===== src/rtl/instruction_fetch_pkg.sv =====
// ============================================================================
// Module   : instruction_fetch_pkg
// Brief    : Shared widths, halt word and FSM encoding for the fetch stage.
// Revision : 1.0
// ============================================================================
`default_nettype none

package instruction_fetch_pkg;

    localparam int c_PC_WIDTH    = 64;
    localparam int c_INSTR_WIDTH = 32;

    localparam logic [c_INSTR_WIDTH-1:0] c_HALT_WORD = 32'h0000_0000;

    typedef enum logic [0:0] {
        ST_FETCH = 1'b0,
        ST_HALT  = 1'b1
    } fetch_state_t;

endpackage

`default_nettype wire


===== src/rtl/fetch_pc_reg.sv =====
// ============================================================================
// Module   : fetch_pc_reg
// Brief    : Program counter with word-aligned load, increment and hold.
// Revision : 1.0
// ============================================================================
`default_nettype none

module fetch_pc_reg
    import instruction_fetch_pkg::*;
#(
    parameter logic [63:0] RESET_PC = 64'h0,
    parameter int          PC_STEP  = 4
) (
    input  logic                  clk,
    input  logic                  rst_n,
    input  logic                  i_load,
    input  logic [c_PC_WIDTH-1:0] i_load_pc,
    input  logic                  i_inc,
    output logic [c_PC_WIDTH-1:0] o_pc
);

    localparam logic [c_PC_WIDTH-1:0] c_STEP = 64'(PC_STEP);

    logic [c_PC_WIDTH-1:0] r_pc;

    // Load wins over increment; increment wraps modulo 2^64.
    always_ff @(posedge clk or negedge rst_n) begin
        if (!rst_n) begin
            r_pc <= RESET_PC;
        end else if (i_load) begin
            r_pc <= i_load_pc & ~64'h3;
        end else if (i_inc) begin
            r_pc <= r_pc + c_STEP;
        end
    end

    assign o_pc = r_pc;

endmodule

`default_nettype wire


===== src/rtl/instruction_fetch.sv =====
// ============================================================================
// Module   : instruction_fetch
// Brief    : Fetch stage: PC, IF/ID register with valid/ready, redirect, halt.
//            Optional perf counters enabled by FETCH_PERF_CNT_EN.
// Revision : 1.0
// ============================================================================
`default_nettype none

module instruction_fetch
    import instruction_fetch_pkg::*;
#(
    parameter logic [63:0] RESET_PC     = 64'h0,
    parameter int          PC_STEP      = 4,
    parameter int          HALT_ON_ZERO = 1
) (
    input  logic                     CLK,
    input  logic                     Reset_L,
    output logic [c_PC_WIDTH-1:0]    ImemAddress,
    input  logic [c_INSTR_WIDTH-1:0] ImemData,
    input  logic                     Redirect,
    input  logic [c_PC_WIDTH-1:0]    RedirectPC,
    output logic                     OutValid,
    input  logic                     OutReady,
    output logic [c_INSTR_WIDTH-1:0] OutInstr,
    output logic [c_PC_WIDTH-1:0]    OutPC,
    output logic                     Halted
`ifdef FETCH_PERF_CNT_EN
    ,
    output logic [31:0]              FetchCount,
    output logic [31:0]              StallCount
`endif
);

    fetch_state_t              r_state;
    logic                      r_out_valid;
    logic [c_INSTR_WIDTH-1:0]  r_out_instr;
    logic [c_PC_WIDTH-1:0]     r_out_pc;
    logic [c_PC_WIDTH-1:0]     w_pc;

    logic w_in_fetch;
    logic w_accept;
    logic w_halt_word;
    logic w_load_out;

    assign w_in_fetch  = (r_state == ST_FETCH);
    assign w_accept    = !r_out_valid || OutReady;
    assign w_halt_word = (HALT_ON_ZERO != 0) && (ImemData == c_HALT_WORD);
    assign w_load_out  = w_in_fetch && !Redirect && w_accept && !w_halt_word;

    fetch_pc_reg #(
        .RESET_PC (RESET_PC),
        .PC_STEP  (PC_STEP)
    ) u_pc (
        .clk       (CLK),
        .rst_n     (Reset_L),
        .i_load    (Redirect),
        .i_load_pc (RedirectPC),
        .i_inc     (w_load_out),
        .o_pc      (w_pc)
    );

    // A transfer on the redirect edge still completes: decode samples the
    // old contents, the flush only clears valid for what follows.
    always_ff @(posedge CLK or negedge Reset_L) begin
        if (!Reset_L) begin
            r_state     <= ST_FETCH;
            r_out_valid <= 1'b0;
            r_out_instr <= '0;
            r_out_pc    <= '0;
        end else begin
            case (r_state)
                ST_FETCH: begin
                    if (Redirect) begin
                        r_out_valid <= 1'b0;
                    end else if (w_accept) begin
                        if (w_halt_word) begin
                            r_state     <= ST_HALT;
                            r_out_valid <= 1'b0;
                        end else begin
                            r_out_instr <= ImemData;
                            r_out_pc    <= w_pc;
                            r_out_valid <= 1'b1;
                        end
                    end
                end
                ST_HALT: begin
                    if (Redirect) begin
                        r_state <= ST_FETCH;
                    end
                end
                default: r_state <= ST_FETCH;
            endcase
        end
    end

`ifdef FETCH_PERF_CNT_EN
    logic [31:0] r_fetch_cnt;
    logic [31:0] r_stall_cnt;
    logic        w_stall;

    assign w_stall = w_in_fetch && r_out_valid && !OutReady && !Redirect;

    always_ff @(posedge CLK or negedge Reset_L) begin
        if (!Reset_L) begin
            r_fetch_cnt <= '0;
            r_stall_cnt <= '0;
        end else begin
            if (w_load_out && (r_fetch_cnt != 32'hFFFF_FFFF)) begin
                r_fetch_cnt <= r_fetch_cnt + 32'd1;
            end
            if (w_stall && (r_stall_cnt != 32'hFFFF_FFFF)) begin
                r_stall_cnt <= r_stall_cnt + 32'd1;
            end
        end
    end

    assign FetchCount = r_fetch_cnt;
    assign StallCount = r_stall_cnt;
`endif

    assign ImemAddress = w_pc;
    assign OutValid    = r_out_valid;
    assign OutInstr    = r_out_instr;
    assign OutPC       = r_out_pc;
    assign Halted      = (r_state == ST_HALT);

endmodule

`default_nettype wire


===== config.mk =====
export PLATFORM = sky130hd
export DESIGN_NAME = instruction_fetch
export DESIGN_NICKNAME = d
export VERILOG_FILES = /design/src/rtl/instruction_fetch_pkg.sv /design/src/rtl/fetch_pc_reg.sv /design/src/rtl/instruction_fetch.sv
export SDC_FILE = /design/constraint.sdc
export NUM_CORES = 1
export LEC_CHECK = 0
export ABC_AREA = 1
export CORE_MARGIN = 2
export CORE_UTILIZATION = 34
export CTS_CLUSTER_SIZE = 20
export DETAILED_ROUTE_END_ITERATION = 10
export PLACE_DENSITY = 0.66
export SYNTH_ARGS = -nofsm -noshare
export SYNTH_HDL_FRONTEND = slang
export SYNTH_SLANG_ARGS = --single-unit
export TNS_END_PERCENT = 20

===== constraint.sdc =====
create_clock -name CLK -period 1.5 [get_ports CLK]
set_input_delay 0.3 -clock CLK [delete_from_list [all_inputs] [get_ports CLK]]
set_output_delay 0.3 -clock CLK [all_outputs]
set_load 0.05 [all_outputs]

==> metrics.cfg <==
[drt]
drt-initial-drc-count=753
wl_met2_mm=17.4
dr.pass1.iters=5
finalWirelength_mm=35.6
route.detailed.drc=0
postRouteAntennaNets=0
wl_met3_mm=2.16
viasPerCell=4.96
post_drt_wl_per_cell_um=18.1
route.top_layer_used=met4
wl_met1_mm=15.2
routed-via-count=9747

[pwr]
irDropWorstVdd_v=0.000679
power_density_nw_per_um2=1160
p_leak_nw=7.71
total_power_mw=18.6

[synthesis]
synth_async_sr_flop_share_pct=100
synth.most_common_cell=nand2_1
ys_ff_latch=158
yosysUniqueCellTypes=28
netlist_area_um2=8410
synth_top_area_share_pct=47.0
synthCells=1174
synthAdderAreaFrac_pct=0.149
ys_warn_count=0
synth_edf_count=0
ys.flop_type=dfrtp_1
synth-xor-area-share_pct=1.67
syn_area_per_cell_um2=7.16
synth_commonest_cells=nand2_1 (516), dfrtp_1 (158), nand3_1 (128)
muxShareOfSynthArea_pct=0
yosysTopAreaCell=dfrtp_1
synth_top_family_by_area=simple AND/OR/NAND/NOR gates
synth.area.top_cells=dfrtp_1 (47%), nand2_1 (23%), nand3_1 (7.6%)
ys_seq_area_share_pct=47.0
synth-compound-area-share_pct=4.57
yosys.area_share.simple_pct=39.1

[global_routing]
grt_max_degree=61
grt_usage_pct=27.0
grt_antenna_before_repair=0
grt_pass1_wl_mm=54.5
grt_pass1_vias=9866
globalRouteOverflowTotal=0

[placement]
hpwlAfterDp_mm=25.6
gp_congestion=0.948
portBuffers=255
place_ws_ns=-0.658

[sta]
finalCriticalPeriod_ns=1.72
fin_ws_ns=-0.219
skew_ns=0.0113
fmax_mhz=582
rsz0062_at_grt=true
setup_violations=129
whs_ns=0.228
fin_crit_sh_pct=115
finalMaxSlewViolations=0
hold_viol=0

[floorplanning]
ioPinCount=262
initial_core_util_pct=34.6
dieArea_um2=26000
std_cell_rows=57
core_um2=24300
die_height_um=161
fp.dieW_um=161

[layout]
area_growth_pct=90.7
diodes=0
fin_nets=1731
drive_gt1_share_pct=38.3
fill_cells=1947

[setup_path]
path_depth=10
path_delay_family=simple AND/OR/NAND/NOR gates
slowest_stage=dfrtp_2
slowest_delay_ns=0.42
startpoint_type=register
r2r_end=u_pc.o_pc[52]
reg2reg_depth=10
path_buf_inv=2
crit-reg2reg-launch=u_pc.o_pc[3]
worstSetupPathType=reg2reg
path_max_fanout=4
arrival_ns=2.03
cp_data_required_time_ns=1.81
reg2reg_slack_ns=-0.22
endpoint_kind=register
worstPathCellList=ha_4, nand2_4, nor2_4, buf_6, nand3_4, nor2_4, buf_6, nand4_1, nand3_1, nand3_1
worstSetupStartpoint=u_pc.o_pc[3]
cp-endpoint=u_pc.o_pc[52]

[cts]
clkSinkCount=158
cts_buffers=17
clk_path_buf_depth=2
clk_latency_ns=0.43
clkTransAtPathRegs_ns=0.07
cts_tree=built
htreeDepth=4
cts_root_buf=clkbuf_16

[status]
status=complete, but fails checks
violations=negative setup slack

[flow_run]
maxCapViolations=0

[hold_path]
hp-class=in2reg

==> where the power goes <==
part	internal [mW]	switching, mW	total, mW
sequential	4.98	0.783	5.76
clock	2.20	1.98	4.19
combinational	4.03	4.65	8.68
total	11.2	7.42	18.6
==> layer usage <==
| layer | vias to the layer above | global-route usage (%) |
|---|---|---|
| met3 | 51 | 4.65 |
| met2 | 412 | 45.2 |
| met5 | - | 0 |
| li1 | 4604 | - |
| met4 | 0 | 8.56 |
| met1 | 4680 | 35.6 |
==> stage by stage <==
| stage | std cells | utilization [%] | setup TNS, ns | instance area [um2] |
|---|---|---|---|---|
| CTS | 1958 | 63.9 | -6.65 | 15500 |
| global route | 1967 | 65.9 | -20.42 | 16000 |
| floorplan | 1177 | - | -8.73 | 8550 |
| finish | 1967 | 65.9 | -9.17 | 16000 |
| global placement | 1896 | 58.8 | -83.66 | 14300 |
| detailed placement | 1896 | 58.8 | -90.45 | 14300 |
==> worst min path at each step <==
stage,from,slack (ns),end,cells past startpoint
6_report,ImemData[25],0.23,OutInstr[25],3
5_1_grt,ImemData[25],0.21,OutInstr[25],3
4_1_cts,ImemData[22],0.21,OutInstr[22],3
3_5_place_dp,Reset_L,0.29,OutPC[56],2
3_3_place_gp,Reset_L,0.30,OutPC[56],2
2_1_floorplan,Reset_L,0.004,Halted,0
==> logic make-up after synthesis <==
group           after synthesis
simple gates                799
buf+inv                     125
compound gates               74
fa+ha+maj                     1
flops                       158
other cells                   1
xor+xnor                     16
==> timing repair <==
item,CTS,global route
setup endpoints to repair,158,163
hold endpoints to repair,158,0
resized for setup,138,116
buffers inserted,22,10
hold buffers,1,0
pin swaps,47,44
gates cloned,7,1
==> cell type report <==
| cell class | count | area, um2 | share of cell area (%) |
|---|---|---|---|
| Sequential cell | 158 | 4020 | 25.1 |
| Clock inverter | 13 | 105 | 0.655 |
| Inverter | 79 | 317 | 1.97 |
| Timing Repair Buffer | 480 | 6250 | 39.0 |
| Multi-Input combinational cell | 894 | 4490 | 28.0 |
| Clock buffer | 19 | 443 | 2.76 |
| Tap cell | 324 | 405 | 2.53 |
==> worst register-to-register path, cell delays in order, from the launching register on <==
cell	delay (ns)
dfrtp_2	0.42
ha_4	0.16
nand2_4	0.07
nor2_4	0.13
buf_6	0.13
nand3_4	0.12
nor2_4	0.15
buf_6	0.14
nand4_1	0.10
nand3_1	0.10
nand3_1	0.07
==> cell usage in the layout (no fill, tap or decap), types with 2 or more instances in the layout <==
master	n
nand3_1	99
o21ai_1	21
nand3b_1	3
conb_1	4
clkinv_4	2
nor2_2	44
inv_1	69
inv_8	2
inv_4	3
nand4_1	11
nor2_4	21
dfrtp_1	105
inv_2	4
nand2_1	466
inv_6	6
clkdlybuf4s50_1	63
nand2_2	25
dlygate4sd2_1	32
nand3_2	27
nor3_1	3
o21ai_2	2
clkinv_2	2
xor2_1	14
nand3_4	2
clkbuf_16	18
buf_16	7
clkinvlp_4	3
buf_4	175
nor2_1	70
dfrtp_2	53
buf_6	23
nand2_4	26
xnor2_1	2
o21ai_0	47
buf_12	176
==> state kept, by name (all words and copies together) (netlist names) <==
signal     count
u_pc.o_pc     62
OutPC         62
OutInstr      32
OutValid       1
Halted         1
Power figures use the tool's default switching activity.
